## src/rtl/uart_pkg.sv

```systemverilog
// Shared UART definitions: receiver state encoding, default frame geometry
// and a constant-evaluable ceil(log2) helper also used by the pulse generator.
package uart_pkg;

    typedef enum logic [2:0] {
        ST_IDLE  = 3'd0,
        ST_START = 3'd1,
        ST_DATA  = 3'd2,
        ST_STOP  = 3'd3,
        ST_BREAK = 3'd4
    } uart_state_e;

    localparam int unsigned C_DATA_BITS  = 8;
    localparam int unsigned C_OVERSAMPLE = 16;

    // Never returns 0 so it can size a counter directly.
    function automatic int unsigned clog2(input int unsigned value);
        int unsigned res;
        res = 0;
        for (int unsigned i = 0; i < 32; i++) begin
            if ((32'd1 << i) < value) begin
                res = i + 1;
            end else begin
                res = res;
            end
        end
        return (res == 0) ? 1 : res;
    endfunction

endpackage

```

## src/rtl/sync_2ff.sv

```systemverilog
// Two-flop synchronizer for a single asynchronous input with a
// configurable reset value (idle level of the line it guards).
module sync_2ff #(
    parameter logic P_RESET_VAL = 1'b1
) (
    input  logic clk,
    input  logic rst,
    input  logic d,
    output logic q
);

    logic meta_q, meta_d;
    logic sync_q, sync_d;

    always_comb begin
        meta_d = d;
        sync_d = meta_q;
    end

    always_ff @(posedge clk) begin
        if (rst) begin
            meta_q <= P_RESET_VAL;
            sync_q <= P_RESET_VAL;
        end else begin
            meta_q <= meta_d;
            sync_q <= sync_d;
        end
    end

    assign q = sync_q;

endmodule

```

## src/rtl/uart_rx.sv

```systemverilog
// UART receiver: deframes start / LSB-first data / one stop bit using the
// x16 oversampling strobe, with single-cycle data_valid and frame_error pulses.
module uart_rx
    import uart_pkg::*;
#(
    parameter int unsigned P_DATA_BITS  = C_DATA_BITS,
    parameter int unsigned P_OVERSAMPLE = C_OVERSAMPLE
) (
    input  logic                   CLK,
    input  logic                   RST,
    input  logic                   tick_x16,
    input  logic                   rx,
    output logic [P_DATA_BITS-1:0] data,
    output logic                   data_valid,
    output logic                   frame_error,
    output logic                   busy
);

    localparam int unsigned TW = clog2(P_OVERSAMPLE);
    localparam int unsigned BW = clog2(P_DATA_BITS);
    localparam logic [TW-1:0] TICK_HALF = TW'(P_OVERSAMPLE / 2 - 1);
    localparam logic [TW-1:0] TICK_LAST = TW'(P_OVERSAMPLE - 1);
    localparam logic [TW-1:0] TICK_ONE  = TW'(1);
    localparam logic [BW-1:0] BIT_LAST  = BW'(P_DATA_BITS - 1);
    localparam logic [BW-1:0] BIT_ONE   = BW'(1);

    logic rx_s;

    uart_state_e            state_q, state_d;
    logic [TW-1:0]          tick_cnt_q, tick_cnt_d;
    logic [BW-1:0]          bit_cnt_q, bit_cnt_d;
    logic [P_DATA_BITS-1:0] shift_q, shift_d;
    logic [P_DATA_BITS-1:0] data_q, data_d;
    logic                   data_valid_q, data_valid_d;
    logic                   frame_error_q, frame_error_d;
    logic                   busy_q, busy_d;

    sync_2ff #(.P_RESET_VAL(1'b1)) u_rx_sync (
        .clk (CLK),
        .rst (RST),
        .d   (rx),
        .q   (rx_s)
    );

    // Only IDLE->START entry ignores the tick; everything else waits for it.
    always_comb begin
        state_d       = state_q;
        tick_cnt_d    = tick_cnt_q;
        bit_cnt_d     = bit_cnt_q;
        shift_d       = shift_q;
        data_d        = data_q;
        data_valid_d  = 1'b0;
        frame_error_d = 1'b0;
        case (state_q)
            ST_IDLE: begin
                if (!rx_s) begin
                    state_d    = ST_START;
                    tick_cnt_d = '0;
                end else begin
                    state_d = ST_IDLE;
                end
            end
            ST_START: begin
                if (tick_x16 && (tick_cnt_q == TICK_HALF)) begin
                    if (rx_s) begin
                        state_d = ST_IDLE;
                    end else begin
                        state_d    = ST_DATA;
                        tick_cnt_d = '0;
                        bit_cnt_d  = '0;
                    end
                end else if (tick_x16) begin
                    tick_cnt_d = tick_cnt_q + TICK_ONE;
                end else begin
                    tick_cnt_d = tick_cnt_q;
                end
            end
            ST_DATA: begin
                if (tick_x16 && (tick_cnt_q == TICK_LAST)) begin
                    shift_d    = {rx_s, shift_q[P_DATA_BITS-1:1]};
                    tick_cnt_d = '0;
                    bit_cnt_d  = bit_cnt_q + BIT_ONE;
                    if (bit_cnt_q == BIT_LAST) begin
                        state_d = ST_STOP;
                    end else begin
                        state_d = ST_DATA;
                    end
                end else if (tick_x16) begin
                    tick_cnt_d = tick_cnt_q + TICK_ONE;
                end else begin
                    tick_cnt_d = tick_cnt_q;
                end
            end
            ST_STOP: begin
                if (tick_x16 && (tick_cnt_q == TICK_LAST)) begin
                    tick_cnt_d = '0;
                    if (rx_s) begin
                        data_d       = shift_q;
                        data_valid_d = 1'b1;
                        state_d      = ST_IDLE;
                    end else begin
                        frame_error_d = 1'b1;
                        state_d       = ST_BREAK;
                    end
                end else if (tick_x16) begin
                    tick_cnt_d = tick_cnt_q + TICK_ONE;
                end else begin
                    tick_cnt_d = tick_cnt_q;
                end
            end
            ST_BREAK: begin
                // Hold off until the line recovers so a stuck-low line cannot retrigger.
                if (tick_x16 && rx_s) begin
                    state_d = ST_IDLE;
                end else begin
                    state_d = ST_BREAK;
                end
            end
            default: begin
                state_d = ST_IDLE;
            end
        endcase
        busy_d = (state_d != ST_IDLE);
    end

    // State, counters, shift register and registered outputs.
    always_ff @(posedge CLK) begin
        if (RST) begin
            state_q       <= ST_IDLE;
            tick_cnt_q    <= '0;
            bit_cnt_q     <= '0;
            shift_q       <= '0;
            data_q        <= '0;
            data_valid_q  <= 1'b0;
            frame_error_q <= 1'b0;
            busy_q        <= 1'b0;
        end else begin
            state_q       <= state_d;
            tick_cnt_q    <= tick_cnt_d;
            bit_cnt_q     <= bit_cnt_d;
            shift_q       <= shift_d;
            data_q        <= data_d;
            data_valid_q  <= data_valid_d;
            frame_error_q <= frame_error_d;
            busy_q        <= busy_d;
        end
    end

    assign data        = data_q;
    assign data_valid  = data_valid_q;
    assign frame_error = frame_error_q;
    assign busy        = busy_q;

endmodule
```

## config.mk

```make
export PLATFORM = sky130hd
export DESIGN_NAME = uart_rx
export DESIGN_NICKNAME = d
export VERILOG_FILES = /design/src/rtl/uart_pkg.sv /design/src/rtl/sync_2ff.sv /design/src/rtl/uart_rx.sv
export SDC_FILE = /design/constraint.sdc
export NUM_CORES = 1
export LEC_CHECK = 0
export ABC_AREA = 0
export CAP_MARGIN = 30
export CORE_ASPECT_RATIO = 0.5
export CORE_UTILIZATION = 25
export CTS_CLUSTER_DIAMETER = 30
export DETAILED_ROUTE_END_ITERATION = 6
export PLACE_DENSITY = 0.41
export SLEW_MARGIN = 20
export SYNTH_ARGS = -nofsm -noshare
export SYNTH_HDL_FRONTEND = slang
export SYNTH_HIERARCHICAL = 1
export SYNTH_SLANG_ARGS = --single-unit
```

## constraint.sdc

```tcl
create_clock -name CLK -period 2.32 [get_ports CLK]
set_clock_uncertainty 0.15 [all_clocks]
set_input_delay 0.348 -clock CLK [delete_from_list [all_inputs] [get_ports CLK]]
set_output_delay 0.348 -clock CLK [all_outputs]
set_load 0.02 [all_outputs]
```

Word level (Yosys, flattened, before mapping)
Index checks and enable logic that the tools add are counted.
{ "classes": {"add_sub_neg": 2, "eq_ne": 10, "mux": 20, "n_bitwise": 2, "reduce_logical": 12} }
{ "ops": {"columns": ["cell", "count"], "rows": [
  ["$mux W3", 8],
  ["$mux W4", 4],
  ["$pmux W3 S5", 1],
  ["$pmux W4 S3", 1],
  ["$eq A3 B2 Y1 const B", 2],
  ["$eq A3 B3 Y1 const B", 2],
  ["$ne A2 B2 Y1 const B", 3],
  ["$pmux W3 S2", 1],
  ["$reduce_bool A3 Y1", 2],
  ["$add A4 B1 Y4 const B", 1],
  ["$eq A4 B3 Y1 const B", 1],
  ["$eq A4 B4 Y1 const B", 1],
  ["$mux W1", 4],
  ["$reduce_and A4 Y1", 1],
  ["$add A3 B1 Y3 const B", 1],
  ["$eq A3 B1 Y1 const B", 1],
  ["$logic_and A1 B1 Y1", 3],
  ["$logic_not A3 Y1", 1],
  ["$reduce_and A3 Y1", 1],
  ["$reduce_or A3 Y1", 1],
  ["$mux W2", 1],
  ["$not A1 Y1", 2],
  ["$reduce_and A2 Y1", 1],
  ["$reduce_bool A2 Y1", 1],
  ["$reduce_or A2 Y1", 1]
]} }
{ "word_totals": {"register_bits": 31, "output_inout_bits": 11} }

Logic depth before layout (Yosys ltp)
Gate-level depths: netlist (run 1).
{ "logic_depth": {"depth_word": 5, "depth_mapped": 7, "ltp_nobuf": 6} }

Modules after synthesis
The synthesis (run 1) kept the hierarchy.
{ "by_module_without_submodules": {"columns": ["mod", "n_inst", "cells_each", "area_each_um2", "seq_area_each_um2"], "rows": [
  ["uart_rx", 1, 144, 1378.8, 580.6],
  ["sync_2ff", 1, 4, 52.6, 40.0]
]} }

Worst setup path after synthesis (run 1)
Ideal clock, no wire load.
{ "synth_timing": {"kind": "reg-to-reg", "start": "register tick_cnt_q[0]", "end": "register busy_q, in the netlist busy", "setup_ns": 0.137, "t_arrival_ns": 1.373, "t_required_ns": 2.033, "setup_slack_ns": 0.660, "stages_incl_launch_ff": 7, "synth_period_minus_slack_ns": 1.660, "path_cell_list": "dfxtp_1 ha_1 and3_1 buf_6 a32o_1 a221oi_2 a311oi_2"} }
{ "synth_between": {"elab_chain_cells": 5, "word_cells_on_any_way": 9, "classes_between": "2 x eq/ne; 4 x mux; 3 x reduce/logical"} }
{ "synth_rtl": {"columns": ["element", "line_no", "source"], "rows": [
  ["start, declared", "uart_rx.sv:30", "logic [TW-1:0] tick_cnt_q, tick_cnt_d;"],
  ["start signal, assigned", "uart_rx.sv:139", "tick_cnt_q <= tick_cnt_d;"],
  ["$eq A4 B4 Y1 or $eq A4 B3 Y1 (tied branches)", "uart_rx.sv:79, uart_rx.sv:95, uart_rx.sv:64", null],
  ["$logic_and A1 B1 Y1, on equally long branches", "uart_rx.sv:79, uart_rx.sv:95, uart_rx.sv:64", null],
  ["$mux W3, on equally long branches", "uart_rx.sv:95, uart_rx.sv:64, uart_rx.sv:79", null],
  ["$pmux W3 S5 *", "uart_rx.sv:54", "case (state_q)"],
  ["$reduce_bool A3 Y1 *", "uart_rx.sv:123", "busy_d = (state_d != ST_IDLE);"],
  ["end signal, assigned", "uart_rx.sv:145", "busy_q <= busy_d;"],
  ["end, declared", "uart_rx.sv:36", "logic busy_q, busy_d;"]
]} }
Every way passes the cells marked *; elsewhere a longest branch is shown, timed or not.
A chain may end at the register's enable or synchronous reset.

Worst setup path after layout (run 1)
Ends and elaborated chain as after synthesis.

==> impl_metrics.py, run 1 <==
metrics = {
    "synth": {
        "ys_seq_elements": 31,
        "synth_area_sq_um": 1430,
        "syn-num-nets": 155,
        "avgSynthCellArea_sq_um": 9.67,
        "synth.area.top_cells": "dfxtp_1, mux2i_1, nor2_1",
        "syn_inst": 148,
        "ys_seq_area_share_pct": 43.4,
        "yosys.area.top_type_share_pct": 43.4,
        "synth-warning-count": 6,
        "synth_edf_count": 0,
        "ys_types": 42,
        "yosys.area.top_type": "dfxtp_1",
        "async_flop_share_pct": 0,
        "synth_flop_cell": "dfxtp_1",
    },
    "setup_path": {
        "path_max_fanout": 7,
        "rr_worst_depth": 5,
        "end_kind": "register",
        "worst_ep_required_time_ns": 2.31,
        "path_buf_inv": 0,
        "cp_slowest_cell": "and3_1",
        "startpoint_type": "register",
        "cpPeakStageDelay_ns": 0.39,
        "cp.depth": 5,
        "critPathTopFamily": "compound AO/OA/AOI/OAI gates",
        "cp_data_arrival_time_ns": 1.90,
        "path_cells": "ha_1, and3_1, o21ai_0, a221oi_2, a311oi_2",
        "setup.worst_path.class": "reg2reg",
    },
    "clock_network": {
        "cts_sinks": 31,
        "hold_buffers": 0,
        "root_buffer": "clkbuf_16",
        "cts_tree": "yes",
        "ctsResizeCount": 0,
        "clockBufferDepth": 2,
        "clkTransAtPathRegs_ns": 0.05,
        "clk-insertion-delay-late_ns": 0.27,
        "cts-htree-levels": 2,
        "cts_setup_buffers": 0,
        "cts_made_buffers": 5,
    },
    "floorplanning": {
        "dieArea_sq_um": 6050,
        "io_pins": 15,
        "die_h_um": 55.5,
        "rows": 19,
        "fp.dieW_um": 109,
        "initial_utilization_pct": 26.1,
        "core_sq_um": 5490,
    },
    "sta": {
        "setup_tns_ns": 0,
        "rsz0062_at_grt": "no",
        "min_period_ns": 1.91,
        "finalSetupViolations": 0,
        "period_share_pct": 82.5,
        "slew_viol_final": 0,
        "tightest_slew_ns": 0.552,
        "hold_violations": 0,
        "fmax_ghz": 0.523,
        "slew_headroom_pct": 63.2,
    },
    "power_and_ir_drop": {
        "cellPowerDensity_nw_per_um2": 744,
        "p_leak_uw": 0.000678,
        "ir_drop_v": 0.000335,
    },
    "global_route": {
        "grt_use_met3_pct": 3.90,
        "grt_use_met2_pct": 15.8,
        "grtUsageTotal_pct": 11.2,
        "grt.busiest_layer": "met2",
        "grt_pass1_wl_mm": 5.17,
        "antenna_found_initial": 0,
        "use_met1_pct": 15.6,
        "grt-ovfl-total": 0,
        "grt_pass1_vias": 1045,
        "grt_start_max_net_pins": 20,
    },
    "place": {
        "dp_hpwl_mm": 1.96,
        "gp_congestion": 0.700,
        "port-buffer-count": 14,
        "placed_cell_area_sq_um": 1610,
    },
    "min_path": {
        "hold_class": "reg2reg",
        "worstHoldPathCells": 1,
    },
    "route": {
        "dr.first_iter.drc_count": 57,
        "postRouteAntennaNets": 0,
        "avgRoutedWirePerCell_um": 12.3,
        "vias_per_cell": 4.43,
        "dr.pass1.iters": 6,
        "route.vias.total": 1041,
        "drt-total-wl_mm": 2.88,
        "drc": 1,
    },
    "final_layout": {
        "mostFrequentLayoutCell": "dfxtp_1",
        "syn2layout_area_growth_pct": 24.2,
        "fin_nets": 168,
        "fin_area_sq_um": 1780,
        "drive_above_1_share_pct": 11.7,
        "num_antenna_cells": 0,
        "final_cell_mix": "dfxtp_1, nor2_1, mux2i_1",
    },
    "run_status": {
        "failed_checks": "design-rule violations",
        "status": "finished, violations left",
    },
    "run": {
        "cap_violations": 0,
    },
}
final timing paths:
| kind | from | end | slack [ns] |
|---|---|---|---|
| max reg2reg | tick_cnt_q[0]$_SDFFE_PP0P_ | busy$_SDFF_PP0_ | 0.41 |
| min reg2reg | u_rx_sync/meta_q$_SDFF_PP1_ | u_rx_sync/q$_SDFF_PP1_ | 0.25 |
| min | u_rx_sync/meta_q$_SDFF_PP1_ | u_rx_sync/q$_SDFF_PP1_ | 0.25 |
| max | tick_cnt_q[0]$_SDFFE_PP0P_ | busy$_SDFF_PP0_ | 0.41 |
cells in the mapped netlist, types with 2 or more instances:
cell	number
o21ai_0	5
nor3_1	2
inv_1	4
a32o_1	2
mux2i_1	17
buf_4	3
and2_1	2
clkbuf_1	5
nor3b_1	2
or2_1	2
o21ai_1	3
nand4_1	2
a21oi_1	7
a211o_1	2
buf_6	4
nor2_1	23
nand2_1	4
dfxtp_1	31
o2111ai_1	2
and4b_1	2
ha_1	3
kinds of logic after synthesis:
kind of cell	after synthesis	share of synthesized area, %
buffers and inverters	18	7.69
XOR/XNOR	1	0.612
AND/OR/NAND/NOR	48	17.7
AO/OA/AOI/OAI	30	16.1
multiplexers	17	11.9
flip-flops	31	43.4
adder cells (fa/ha/maj)	3	2.62
power by group:
group / switching [uW] / total, uW / internal (uW)
registers: 6.49 / 543 / 537
clock network: 233 / 738 / 505
logic: 22.7 / 41.3 / 18.7
registers in the layout, indices dropped and copies added (netlist names):
signal            flops
data                  8
shift_q               8
tick_cnt_q            4
busy                  1
u_rx_sync/meta_q      1
bit_cnt_q             3
state_q               3
data_valid            1
frame_error           1
u_rx_sync/q           1
layer usage:
layer	routed length, um	vias to the layer above
met5	0	-
met4	19	0
met3	43	2
met2	1190	8
met1	1630	484
li1	-	547
stage by stage:
stage / hold slack, ns / worst slack (ns) / cells / power, uW / util (%)
floorplan: 0.233 / 0.660 / 148 / 582 / -
global placement: 0.240 / 0.173 / 227 / 597 / 29.3
detailed placement: 0.240 / 0.157 / 227 / 596 / 29.3
CTS: 0.251 / 0.403 / 235 / 1340 / 32.4
global route: 0.269 / 0.281 / 235 / 1380 / 32.4
finish: 0.252 / 0.406 / 235 / 1320 / 32.4
final cells by class:
| class | instances | area [sq um] |
|---|---|---|
| flip-flops and latches | 31 | 621 |
| inverters | 5 | 18.8 |
| repair buffers | 19 | 178 |
| fillers | 580 | 3710 |
| clock buffers | 5 | 125 |
| clock inverters | 3 | 43.8 |
| well taps | 73 | 91.3 |
| multi-input cells | 99 | 701 |
worst register-to-register path: cells and delay by family, from the launching register on:
family          cells  cell delay [ns]
fa+ha+maj           1             0.23
simple gates        1             0.39
compound gates      3             0.63
flops               1             0.38
Power figures use the tool's default switching activity.
==> inputs of run 2 (changes only) <==
PLACE_DENSITY = 0.42   (was 0.41)
clock period = 1.6 ns   (was 2.32 ns; I/O delays follow)
==> run 2 against run 1 <==
The flow finishes with violations (design-rule violations, negative setup slack). Cell count up 7.2%. Register-to-register slack worse by 0.47 ns. Non-clock buffer count up 17. Highest routed layer unchanged. Worst setup slack worse by 0.47 ns.
==> impl_metrics.py, run 2 (synthesized netlist as in run 1, its figures left out) <==
metrics = {
    "min_path": {
        "hold_path.startpoint": "u_rx_sync/meta_q$_SDFF_PP1_",
        "worstHoldPathCells": 1,
        "hold_class": "reg2reg",
        "hold_end": "u_rx_sync/q$_SDFF_PP1_",
    },
    "setup_path": {
        "startpoint_type": "register",
        "r2r_end": "busy$_SDFF_PP0_",
        "path_max_fanout": 2,
        "r2r_setup_slack_ns": -0.06,
        "cp_data_arrival_time_ns": 1.65,
        "rr_startpoint": "bit_cnt_q[1]$_SDFFE_PP0P_",
        "worst_ep_required_time_ns": 1.59,
        "end_kind": "register",
        "setup.worst_path.class": "reg2reg",
        "rr_worst_depth": 6,
    },
    "final_layout": {
        "final_cell_mix": "dfxtp_1, nor2_1, buf_4",
        "fin_nets": 185,
        "syn2layout_area_growth_pct": 39.7,
        "drive_above_1_share_pct": 26.8,
        "mostFrequentLayoutCell": "dfxtp_1",
        "num_antenna_cells": 0,
    },
    "route": {
        "dr.pass1.iters": 6,
        "dr.first_iter.drc_count": 15,
        "drc": 2,
        "avgRoutedWirePerCell_um": 11.6,
        "route.vias.total": 1127,
        "vias_per_cell": 4.47,
        "postRouteAntennaNets": 0,
        "drt-total-wl_mm": 2.92,
    },
    "clock_network": {
        "clockBufferDepth": 2,
        "root_buffer": "clkbuf_16",
        "clk-insertion-delay-late_ns": 0.28,
        "clkTransAtPathRegs_ns": 0.05,
        "cts_tree": "yes",
        "cts-htree-levels": 2,
        "cts_made_buffers": 5,
        "cts_sinks": 31,
    },
    "global_route": {
        "grt_start_max_net_pins": 23,
        "grt_pass1_vias": 1065,
        "grt_pass1_wl_mm": 4.98,
        "antenna_found_initial": 0,
        "grtUsageTotal_pct": 11.1,
        "grt-ovfl-total": 0,
    },
    "sta": {
        "hold_ws_ns": 0.259,
        "hold_violations": 0,
        "slew_headroom_pct": 75.4,
        "fmax_ghz": 0.602,
        "rsz0062_at_grt": "yes",
        "min_period_ns": 1.66,
        "finalSetupViolations": 2,
        "period_share_pct": 104,
        "timing.final.ws_setup_ns": -0.0607,
        "slew_viol_final": 0,
        "tightest_slew_ns": 0.369,
        "setup_tns_ns": -0.0649,
    },
    "floorplanning": {
        "dieArea_sq_um": 6050,
        "rows": 19,
        "fp.dieW_um": 109,
        "die_h_um": 55.5,
        "io_pins": 15,
        "initial_utilization_pct": 26.1,
        "core_sq_um": 5490,
    },
    "place": {
        "gp_congestion": 0.720,
        "port-buffer-count": 14,
        "dp_hpwl_mm": 2.03,
    },
    "power_and_ir_drop": {
        "cellPowerDensity_nw_per_um2": 969,
        "ir_drop_v": 0.000398,
        "p_leak_uw": 0.000833,
        "finalPower_uw": 1940,
    },
    "run": {
        "cap_violations": 0,
    },
    "run_status": {
        "status": "finished, violations left",
        "failed_checks": "design-rule violations, negative setup slack",
    },
}
-- run 2: final cells by class --
cell class	instances	area (sq um)
clock inverters	3	43.8
clock buffers	5	125
inverters	5	18.8
fillers	574	3490
multi-input cells	99	763
well taps	73	91.3
flip-flops and latches	31	626
repair buffers	36	332
-- run 2: timing repair --
| action | CTS | global route |
|---|---|---|
| setup buffers | 0 | 1 |
| resized for setup | 14 | 5 |
| pin swaps | 3 | 7 |
| gates cloned | 0 | 1 |
| endpoints found under the setup margin | 29 | 23 |
| hold buffers | 0 | 0 |
-- run 2: metrics by stage --
stage                     cell area [sq um]  setup WS (ns)  std cells  utilization (%)
after floorplan                        1460        0.00449        148                -
after global placement                 1760         -0.449        242             32.0
after detailed placement               1760         -0.441        242             32.0
after CTS                              1940         -0.108        250             35.4
after global routing                   2000         -0.136        252             36.4
final                                  2000        -0.0607        252             36.4
-- run 2: worst max-delay path: stages (launching register included) --
cell,delay (ns)
dfxtp_2,0.33
ha_4,0.16
ha_4,0.14
and4b_1,0.16
a32o_2,0.23
a221oi_4,0.21
a311oi_2,0.14
-- run 2: per-layer routing --
metal,up-vias,global-route usage (%),wire length (um)
li1,587,-,-
met1,521,13.5,1510
met2,12,16.3,1230
met3,7,4.01,105
met4,0,7.92,76
met5,-,0,0
-- run 2: worst max-delay path by stage --
stage                               from               to  slack, ns  depth (start not counted)
5_1_grt        bit_cnt_q[1]$_SDFFE_PP0P_  busy$_SDFF_PP0_      -0.14                          6
4_1_cts        bit_cnt_q[0]$_SDFFE_PP0P_  busy$_SDFF_PP0_      -0.11                          6
3_5_place_dp                    tick_x16  busy$_SDFF_PP0_      -0.44                          6
2_1_floorplan  bit_cnt_q[1]$_SDFFE_PP0P_  busy$_SDFF_PP0_      0.004                          6
3_3_place_gp                    tick_x16  busy$_SDFF_PP0_      -0.45                          6
6_report       bit_cnt_q[1]$_SDFFE_PP0P_  busy$_SDFF_PP0_      -0.06                          6
-- run 2: power by group --
group | switching [uW] | internal (uW)
clock | 347 | 733
combinational | 38.0 | 34.4
sequential | 6.30 | 779
==> RTL change: new RTL, settings of run 2 <==
The package constant `C_DATA_BITS` goes from 8 to 12.
--- a/src/rtl/uart_pkg.sv
+++ b/src/rtl/uart_pkg.sv
@@ -12,3 +12,3 @@
 
-    localparam int unsigned C_DATA_BITS  = 8;
+    localparam int unsigned C_DATA_BITS  = 12;
     localparam int unsigned C_OVERSAMPLE = 16;
Ports: changed (resized data); port bits go from 15 to 19. No check against the original RTL was run, so the function may have changed too.
==> RTL change against run 2 <==
- the flow finishes with violations (setup timing)
- routed wire length is 26% higher
- synthesized area rose by 18%
- sequential cell count increased by 9
- worst setup slack better by 34 ps
- final area grew 19%
- power is 17% higher
- critical path type unchanged
- largest cell class unchanged
- highest routed layer unchanged
==> RTL change: results (changes against run 2) <==
Worst R2R Path Depth = 5 (was 6)
Switching share of power = 21.2% (was 20.2%)
Drt pass-1 iters = 4 (was 6)
Total track usage = 11.6% (was 11.1%)
NonClk Buf Share = 16.5% (was 16.6%)
WL met3 = 116 µm (was 105 µm)
Share of the synthesized area in the top cell type = 47.6% (was 43.4%)
Sequential share of the synthesized area = 47.6% (was 43.4%)
PostCTS Resize Cnt = 17 (was 14)
Multi-input gates = 117 (was 99)
Hold WS = 256 ps (was 259 ps)
Clk sinks = 40 (was 31)
Fill cell count = 650 (was 574)
Critical path peak fanout = 6 (was 2)
Post-Synthesis Cells = 170 (was 148)
Worst reg2reg startpoint = tick_cnt_q[1]$_SDFFE_PP0P_ (was bit_cnt_q[1]$_SDFFE_PP0P_)
Top delay family on crit path = simple AND/OR/NAND/NOR gates (was compound AO/OA/AOI/OAI gates)
# nets final = 218 (was 185)
GRT met2 Usage = 18.2% (was 16.3%)
Sequential share of cell area = 33.9% (was 31.3%)
Dpl cell area = 0.00215 mm² (was 0.00176 mm²)
Place WS = -446 ps (was -441 ps)
Nonclk inv count = 4 (was 5)
Final worst setup slack = -27.1 ps (was -60.7 ps)
Area of the multi-input gates = 880 µm² (was 763 µm²)
DRT met1 WL = 1.91 mm (was 1.51 mm)
Post-CTS setup buffers = 1 (was 0)
Layout Cells excl Fill = 301 (was 252)
Syn nets = 176 (was 155)
Cells after DPL = 291 (was 242)
Largest net degree at the start of global routing = 15 (was 23)
Failing checks = setup timing (was DRC, setup timing)
Post-synth cell types = 41 (was 42)
Routed wl met2 = 1.58 mm (was 1.23 mm)
Area of the core = 0.00628 mm² (was 0.00549 mm²)
Static leakage = 0.000962 µW (was 0.000833 µW)
Status = finished, violations left (unchanged)
Endpoints failing setup = 2 (unchanged)
CP peak stage delay = 350 ps (was 330 ps)
Combinational share of power = 4.1% (was 3.7%)
Seq group = 1010 µW (was 785 µW)
ClkCell Share = 7.27% (was 8.45%)
Input/output buffers = 18 (was 14)
Met1 usage = 14.6% (was 13.5%)
Vias in the first global route = 1256 (was 1065)
Post-synth top cells = 40 x dfxtp_1, 34 x nor2_1, 24 x mux2i_1 (was 31 x dfxtp_1, 23 x nor2_1, 17 x mux2i_1)
First DRT Iteration DRCs = 79 (was 15)
Placer Congestion = 0.789 (was 0.720)
Signal buffers = 44 (was 36)
Vias/cell = 4.34 (was 4.47)
[RTL change: kinds of logic after synthesis]
kind of cell	synth area share, %
and+or+nand+nor	18.9
DFF	47.6
AOI/OAI and AO/OA	11.8
muxes	14.3
buffers and inverters	3.87
xor gates and xnor gates	2.08
adders and majority gates	1.49
[RTL change: worst max-delay path by stage]
stage                                           from                          to  slack (ps)  depth (start not counted)
after floorplan           tick_cnt_q[0]$_SDFFE_PP0P_     shift_q[0]$_SDFFE_PP0P_         -20                          6
after global placement                      tick_x16  tick_cnt_q[0]$_SDFFE_PP0P_        -390                          6
after detailed placement                    tick_x16  tick_cnt_q[0]$_SDFFE_PP0P_        -450                          6
after CTS                 tick_cnt_q[0]$_SDFFE_PP0P_  tick_cnt_q[0]$_SDFFE_PP0P_         -50                          6
after global routing      tick_cnt_q[1]$_SDFFE_PP0P_     shift_q[0]$_SDFFE_PP0P_        -100                          6
final                     tick_cnt_q[1]$_SDFFE_PP0P_             busy$_SDFF_PP0_         -30                          5
